[src/rtl/lsu_pkg.sv]
// Shared definitions for the load/store controller: size codes, FSM state
// encoding and the misalignment rule.
package lsu_pkg;

    localparam logic [1:0] LS_B = 2'b00;
    localparam logic [1:0] LS_H = 2'b01;
    localparam logic [1:0] LS_W = 2'b10;

    // Bit of the access type that selects zero-extension over sign-extension.
    localparam int LS_U = 2;

    typedef enum logic [1:0] {
        ST_IDLE = 2'd0,
        ST_ACC1 = 2'd1,
        ST_ACC2 = 2'd2,
        ST_RESP = 2'd3
    } lsu_state_t;

    // A half may start at any lane but the last; a word must start at lane 0.
    function automatic logic ls_misaligned(input logic [1:0] size, input logic [1:0] off);
        logic mis;
        mis = 1'b0;
        case (size)
            LS_H:    mis = (off == 2'd3);
            LS_W:    mis = (off != 2'd0);
            default: mis = 1'b0;
        endcase
        return mis;
    endfunction

endpackage

[src/rtl/lsu_align.sv]
// Merges two consecutive aligned words into the value that starts at byte
// offset 'off', then truncates and sign/zero-extends it per the access type.
module lsu_align
    import lsu_pkg::*;
(
    input  logic [31:0] hi,
    input  logic [31:0] lo,
    input  logic [1:0]  off,
    input  logic [2:0]  rtype,
    output logic [31:0] result
);

    logic [63:0] pair;
    logic [31:0] m;

    assign pair = {hi, lo};
    assign m    = pair[{1'b0, off, 3'b000} +: 32];

    always_comb begin
        result = m;
        case (rtype[1:0])
            LS_B:    result = rtype[LS_U] ? {24'h0, m[7:0]}  : {{24{m[7]}}, m[7:0]};
            LS_H:    result = rtype[LS_U] ? {16'h0, m[15:0]} : {{16{m[15]}}, m[15:0]};
            default: result = m;
        endcase
    end

endmodule

[src/rtl/lsu_ctrl.sv]
// Load/store controller driving the data-memory port. Aligned accesses take
// one memory cycle; misaligned loads take two word reads and a merge.
module lsu_ctrl
    import lsu_pkg::*;
#(
    parameter int AW = 32,
    parameter int DW = 32
) (
    input  logic          clk,
    input  logic          rst,
    // Handshakes: a transfer happens on a rising edge where valid && ready.
    // valid, once raised, is held with stable payload until that edge.
    input  logic          req_valid,
    output logic          req_ready,
    input  logic          req_we,
    input  logic [2:0]    req_type,
    input  logic [AW-1:0] req_addr,
    input  logic [DW-1:0] req_wdata,
    output logic          rsp_valid,
    input  logic          rsp_ready,
    output logic [DW-1:0] rsp_rdata,
    output logic          rsp_misalign,
    output logic          mem_W_en,
    output logic          mem_R_en,
    output logic [AW-1:0] mem_addr,
    output logic [2:0]    mem_RW_type,
    output logic [DW-1:0] mem_WD,
    input  logic [DW-1:0] mem_RD,
    output logic [1:0]    dbg_state
);

    localparam logic [1:0] IDLE = ST_IDLE;
    localparam logic [1:0] ACC1 = ST_ACC1;
    localparam logic [1:0] ACC2 = ST_ACC2;
    localparam logic [1:0] RESP = ST_RESP;

    logic [1:0]    state_q, state_d;
    logic          we_q;
    logic [2:0]    type_q;
    logic [AW-1:0] addr_q;
    logic [DW-1:0] wdata_q;
    logic          mis_q;
    logic          misexc_q;
    logic [DW-1:0] lo_q;
    logic [DW-1:0] rdata_q;
    logic [DW-1:0] merged;
    logic          mis_now;
    logic [AW-1:0] word_addr;

    assign mis_now   = ls_misaligned(req_type[1:0], req_addr[1:0]);
    assign word_addr = {addr_q[AW-1:2], 2'b00};
    assign req_ready = (state_q == IDLE);
    assign dbg_state = state_q;

    lsu_align u_align (
        .hi     (mem_RD),
        .lo     (lo_q),
        .off    (addr_q[1:0]),
        .rtype  (type_q),
        .result (merged)
    );

    always_comb begin
        state_d = state_q;
        case (state_q)
            IDLE: if (req_valid) state_d = (req_we && mis_now) ? RESP : ACC1;
            ACC1: state_d = mis_q ? ACC2 : RESP;
            ACC2: state_d = RESP;
            RESP: if (rsp_ready) state_d = IDLE;
            default: state_d = IDLE;
        endcase
    end

    always_ff @(posedge clk) begin
        if (rst) begin
            state_q  <= IDLE;
            we_q     <= 1'b0;
            type_q   <= 3'b000;
            addr_q   <= '0;
            wdata_q  <= '0;
            mis_q    <= 1'b0;
            misexc_q <= 1'b0;
            lo_q     <= '0;
            rdata_q  <= '0;
        end else begin
            state_q <= state_d;
            case (state_q)
                IDLE: begin
                    if (req_valid) begin
                        we_q     <= req_we;
                        type_q   <= req_type;
                        addr_q   <= req_addr;
                        wdata_q  <= req_wdata;
                        // Only loads take the two-read path; misaligned stores go straight to RESP.
                        mis_q    <= mis_now && !req_we;
                        misexc_q <= mis_now && req_we;
                        rdata_q  <= '0;
                    end
                end
                ACC1: begin
                    if (mis_q)      lo_q    <= mem_RD;
                    else if (!we_q) rdata_q <= mem_RD;
                end
                ACC2: rdata_q <= merged;
                default: ;
            endcase
        end
    end

    // Enables are gated by reset so a reset landing mid-access never writes.
    always_comb begin
        mem_W_en    = 1'b0;
        mem_R_en    = 1'b0;
        mem_addr    = '0;
        mem_RW_type = 3'b000;
        mem_WD      = '0;
        case (state_q)
            ACC1: begin
                mem_addr    = mis_q ? word_addr : addr_q;
                mem_RW_type = mis_q ? {1'b0, LS_W} : type_q;
                if (we_q) begin
                    mem_W_en = !rst;
                    mem_WD   = wdata_q;
                end else begin
                    mem_R_en = !rst;
                end
            end
            ACC2: begin
                mem_addr    = word_addr + AW'(4);
                mem_RW_type = {1'b0, LS_W};
                mem_R_en    = !rst;
            end
            default: ;
        endcase
    end

    assign rsp_valid    = (state_q == RESP);
    assign rsp_rdata    = rsp_valid ? rdata_q : '0;
    assign rsp_misalign = rsp_valid && misexc_q;

endmodule

[config.mk]
export PLATFORM = sky130hd
export DESIGN_NAME = lsu_ctrl
export DESIGN_NICKNAME = d
export VERILOG_FILES = /design/src/rtl/lsu_pkg.sv /design/src/rtl/lsu_align.sv /design/src/rtl/lsu_ctrl.sv
export SDC_FILE = /design/constraint.sdc
export NUM_CORES = 1
export LEC_CHECK = 0
export CORE_MARGIN = 2
export CORE_UTILIZATION = 50
export DETAILED_ROUTE_END_ITERATION = 10
export DONT_BUFFER_PORTS = 1
export GPL_ROUTABILITY_DRIVEN = 0
export PLACE_DENSITY = 0.68
export SYNTH_ARGS = -nofsm -noshare
export SYNTH_HDL_FRONTEND = slang
export SYNTH_HIERARCHICAL = 1
export SYNTH_SLANG_ARGS = --single-unit
[constraint.sdc]
create_clock -name clk -period 2 [get_ports clk]
set_input_delay 0.5 -clock clk [delete_from_list [all_inputs] [get_ports clk]]
set_output_delay 0.5 -clock clk [all_outputs]
set_load 0.01 [all_outputs]
## Yosys cells after proc, flatten, opt, wreduce, memory -nomap -nowiden

Index checks and enable logic that the tools add are counted.

- Reduce and logical (&&, ||, !) cells: 13
- Add/sub/neg operators: 1
- Equal/unequal tests: 11
- Multiplexer cells: 24
- Bitwise gates (word level): 0
- Multipliers: 0
- Divide/modulo/power cells: 0
- Shifts and indexed selects: 1
- $lt $le $gt $ge: 0

Operators with widths:

| kind | number |
|---|---|
| $mux W32 | 8 |
| $pmux W32 S2 | 2 |
| $pmux W32 S3 | 1 |
| $shiftx A64 B6 Y32 | 1 |
| $add A32 B3 Y32 const B | 1 |
| $eq A2 B2 Y1 const B | 4 |
| $mux W2 | 4 |
| $pmux W2 S4 | 1 |
| $eq A2 B1 Y1 const B | 3 |
| $ne A2 B2 Y1 const B | 3 |
| $pmux W3 S2 | 1 |
| $reduce_and A2 Y1 | 3 |
| $logic_not A2 Y1 | 2 |
| $mux W1 | 4 |
| $pmux W1 S2 | 2 |
| $reduce_and A4 Y1 | 1 |
| $logic_and A1 B1 Y1 | 3 |
| $mux W3 | 1 |
| $reduce_bool A3 Y1 | 1 |
| $logic_not A1 Y1 | 2 |
| $ne A2 B1 Y1 const B | 1 |
| $reduce_bool A2 Y1 | 1 |

- Memories: 0
- RAM bits: 0
- Register bits: 136
- Word-level logic and storage cells: 59
- ROM bits: 0
- Bits of input ports: 104
- Latch bits: 0
- Output and inout port bits: 106

## Logic depth before layout (Yosys ltp)

- Depth after elaboration: 6
- Depth in mapped cells: 9
- Depth with buffers taken out: 6

## Modules after synthesis

The synthesis kept the hierarchy.

By module, submodules not included:

| module | sequential area each (um2) | times used | area each (um2) | cells each |
|---|---|---|---|---|
| lsu_ctrl | 2722.6 | 1 | 6810.3 | 925 |
| lsu_align | 0.0 | 1 | 1119.8 | 101 |

## Worst setup path before layout

OpenSTA, ideal clock, no wires.

- Path type: flip-flop to output port
- Start: reg state_q[0], in the netlist dbg_state[0]
- End: out mem_addr[15]
- Setup slack: -0.322 ns
- Data arrival time: 1.822 ns
- Buffers on the path: 2
- Stages on the path, launching flop included: 7
- Cells stage by stage: dfxtp_1 > inv_1 > ha_1 > buf_2 > nand2_1 > clkbuf_1 > o41ai_1

- Cells in the longest elaborated chain, start to end: 2
- Elaborated cells between the ends (all ways): 3

Ends and longest elaborated chain:

| what | RTL line | RTL |
|---|---|---|
| start, declared | lsu_ctrl.sv:37 | `logic [1:0] state_q, state_d;` |
| start signal, assigned | lsu_ctrl.sv:86 | `state_q <= state_d;` |
| $eq A2 B2 Y1 or $eq A2 B1 Y1 (tied branches) | lsu_ctrl.sv:117 | `case (state_q)` |
| $pmux W32 S2 * | lsu_ctrl.sv:117 |  |
| end, declared | lsu_ctrl.sv:25 | `output logic [AW-1:0] mem_addr,` |

Every way passes the cells marked *; elsewhere a longest branch is shown, timed or not.

## Final worst setup path

- Start: reg state_q[1], in the netlist dbg_state[1]
- End: out mem_addr[31]

The elaborated chain is that of the path after synthesis.

==> impl_metrics.py <==
metrics = {
    "route": {
        "dr_wl_met2_um": 13200,
        "drt-total-wl_um": 28100,
        "drc": 0,
        "drtPass1Iterations": 5,
        "maxUsedRoutingLayer": "met4",
        "final_antenna_net_count": 0,
        "vias": 8381,
        "wl_met3_um": 2660,
        "routedWlPerCell_um": 21.0,
        "drtIter0Drc": 813,
        "wl_met1_um": 11000,
        "vias_per_cell": 6.29,
    },
    "job": {
        "drv_cap": 0,
    },
    "cts": {
        "h-tree-depth": 4,
        "cts.clk_slew.worst_paths_ns": 0.06,
        "cts_tree": "done",
        "root_buffer": "clkbuf_16",
        "clock_sinks": 136,
        "numCtsBuffers": 17,
        "clock_latency_ns": 0.42,
        "clockBufferDepth": 2,
    },
    "synthesis": {
        "synth-compound-area-share_pct": 20.1,
        "synth_top_area_cell": "dfxtp_1",
        "ys_types": 53,
        "syn_inst": 1026,
        "synthSimpleGateAreaFrac_pct": 27.8,
        "synth_edf_count": 0,
        "synth_top_family_by_area": "simple AND/OR/NAND/NOR gates",
        "synth_xor_xnor_area_share_pct": 0,
        "synthDominantCellAreaShare_pct": 34.3,
        "synthFlopType": "dfxtp_1",
        "synth_mux_area_share_pct": 10.1,
        "synthesis.area_um2": 7930,
        "synth_adder_area_share_pct": 1.10,
        "seq_area_frac_synth_pct": 34.3,
        "async_flop_share_pct": 0,
        "syn_nets": 1137,
        "synth.avg_cell_area_um2": 7.73,
        "synth_seq_cells": 136,
        "synth_area_leaders": "dfxtp_1 34%, nand2_1 14%, a21oi_1 9.3%",
        "ys_warn_count": 6,
    },
    "placement": {
        "dpl.hpwl_um": 16200,
        "pre_cts_ws_ns": -0.115,
        "io_buffers": 0,
        "post_dp_cell_area_um2": 8870,
    },
    "outcome": {
        "violations": "setup timing",
        "status": "finished, violations left",
    },
    "floorplan": {
        "die_x_um": 130,
        "ios": 210,
        "rows": 46,
        "die_area_um2": 16900,
        "start_util_pct": 50.5,
        "core_area_um2": 15700,
        "dieHeight_um": 130,
    },
    "power": {
        "p_leak_uw": 0.00449,
        "powerDensity_nw_per_um2": 1150,
        "ir_drop_mv": 1.03,
    },
    "timing": {
        "slew_headroom_pct": 61.1,
        "fmax_ghz": 0.396,
        "tightest_slew_ns": 0.583,
        "hold_viol": 0,
        "skew_ns": 0.00793,
        "setup_viol": 101,
        "finalMaxSlewViolations": 0,
        "setup_ws_ns": -0.527,
        "finalCritPeriodShare_pct": 126,
        "period_minus_slack_ns": 2.53,
        "rsz0062_at_grt": "true",
    },
    "global_route": {
        "grt_pass1_wl_um": 38900,
        "grt_overflow": 0,
        "groute.usage.overall_pct": 29.2,
        "antenna_found_initial": 0,
        "grt_pass1_vias": 7364,
        "grt_max_degree": 139,
    },
    "setup_path": {
        "worstReg2RegStart": "dbg_state[1]",
        "r2r_end": "rdata_q[7]",
        "r2r_slack_ns": -0.11,
        "arrival_ns": 2.03,
        "endpoint_kind": "output port",
        "r2r_cells": 11,
        "required_ns": 1.50,
        "cp-start-kind": "flop",
        "critical_path.max_fanout": 6,
        "critical_path_class": "reg -> out",
    },
    "finish": {
        "syn_to_final_growth_pct": 45.2,
        "nets": 1215,
        "layout_commonest_cell": "nand2_1",
        "final_cell_mix": "247 x nand2_1, 121 x dfxtp_1, 106 x a21oi_1",
        "drive_gt1_share_pct": 44.8,
        "fin_area_um2": 11500,
        "insertedDiodeCount": 0,
    },
    "hold_path": {
        "min_delay_path_depth": 1,
        "min_from": "rst",
        "worstHoldEndpoint": "wdata_q[13]",
        "hp-class": "in -> reg",
    },
}
[repair_timing]
action                     CTS  global route
cloned                       6             4
hold buffers                 0             0
pin swaps                   55           108
buffers inserted            21            19
setup endpoints to repair  104           156
gates resized for setup    176           223
[worst max-delay path, cell delays in order (launching register included)]
cell      delay, ns
dfxtp_4        0.37
inv_4          0.04
ha_4           0.34
and2_4         0.20
buf_6          0.12
nand3b_1       0.08
o31ai_1        0.26
buf_4          0.19
[flip-flops by register name (all words and copies together), names as in the netlist]
signal     flops
mis_q          1
rdata_q       32
dbg_state      2
wdata_q       32
type_q         3
addr_q        32
lo_q          32
misexc_q       1
we_q           1
[metrics by stage]
stage / hold slack [ns] / util, % / cells / power (uW) / setup TNS [ns]
2_1_floorplan: 0.432 / - / 1026 / 6110 / -0.0395
3_3_place_gp: 0.431 / 56.4 / 1257 / 7370 / -0.478
3_5_place_dp: 0.437 / 56.4 / 1257 / 7420 / -1.32
4_1_cts: 0.128 / 66.4 / 1316 / 11900 / -25.05
5_1_grt: 0.124 / 73.3 / 1333 / 13700 / -27.68
6_report: 0.138 / 73.3 / 1333 / 13200 / -22.53
[kinds of logic after synthesis]
family,after synthesis
DFF,136
adders and majority gates,7
buffers and inverters,112
muxes,35
AOI/OAI and AO/OA,265
and+or+nand+nor,471
[worst max path at each step]
stage	start	slack [ns]	depth (start not counted)	endpoint
4_1_cts	addr_q[3]	-0.41	6	mem_addr[26]
3_3_place_gp	dbg_state[1]	-0.05	7	mem_addr[31]
3_5_place_dp	dbg_state[1]	-0.11	7	mem_addr[15]
6_report	dbg_state[1]	-0.53	7	mem_addr[31]
5_1_grt	dbg_state[1]	-0.54	7	mem_addr[31]
2_1_floorplan	dbg_state[1]	-0.02	8	mem_addr[13]
[metal layers]
metal / up-vias / GRT usage (%)
met3: 88 / 8.16
li1: 3816 / -
met1: 4000 / 38.4
met4: 0 / 12.0
met5: - / 0
met2: 477 / 45.5
[area by class of cell]
class	count	area, um2
well taps	216	270
clock buffers	18	439
flip-flops and latches	136	2750
repair buffers	158	1640
fillers	1064	4200
multi-input cells	778	6190
inverters	13	58.8
clock inverters	14	166
[power by group]
part | total [uW] | switching (uW) | internal [uW]
clock | 3230 | 1330 | 1900
sequential | 3390 | 305 | 3090
combinational | 6600 | 3740 | 2860
total | 13200 | 5380 | 7850
[synth_stat cells (4+ instances only)]
library cell and n:
a21oi_1 147, a22o_1 33, a311oi_1 5, a31oi_1 10
and2_1 39, and3_1 41, and4_1 8, buf_1 4
buf_2 23, buf_4 7, buf_6 6, clkbuf_1 59
dfxtp_1 136, ha_1 7, inv_1 13, mux4_2 31
nand2_1 291, nand3_1 43, nand4_1 13, nor2_1 7
nor3_1 10, o21ai_0 29, o21ai_1 9, o311ai_0 8
o41ai_1 5
Power figures use the tool's default switching activity.
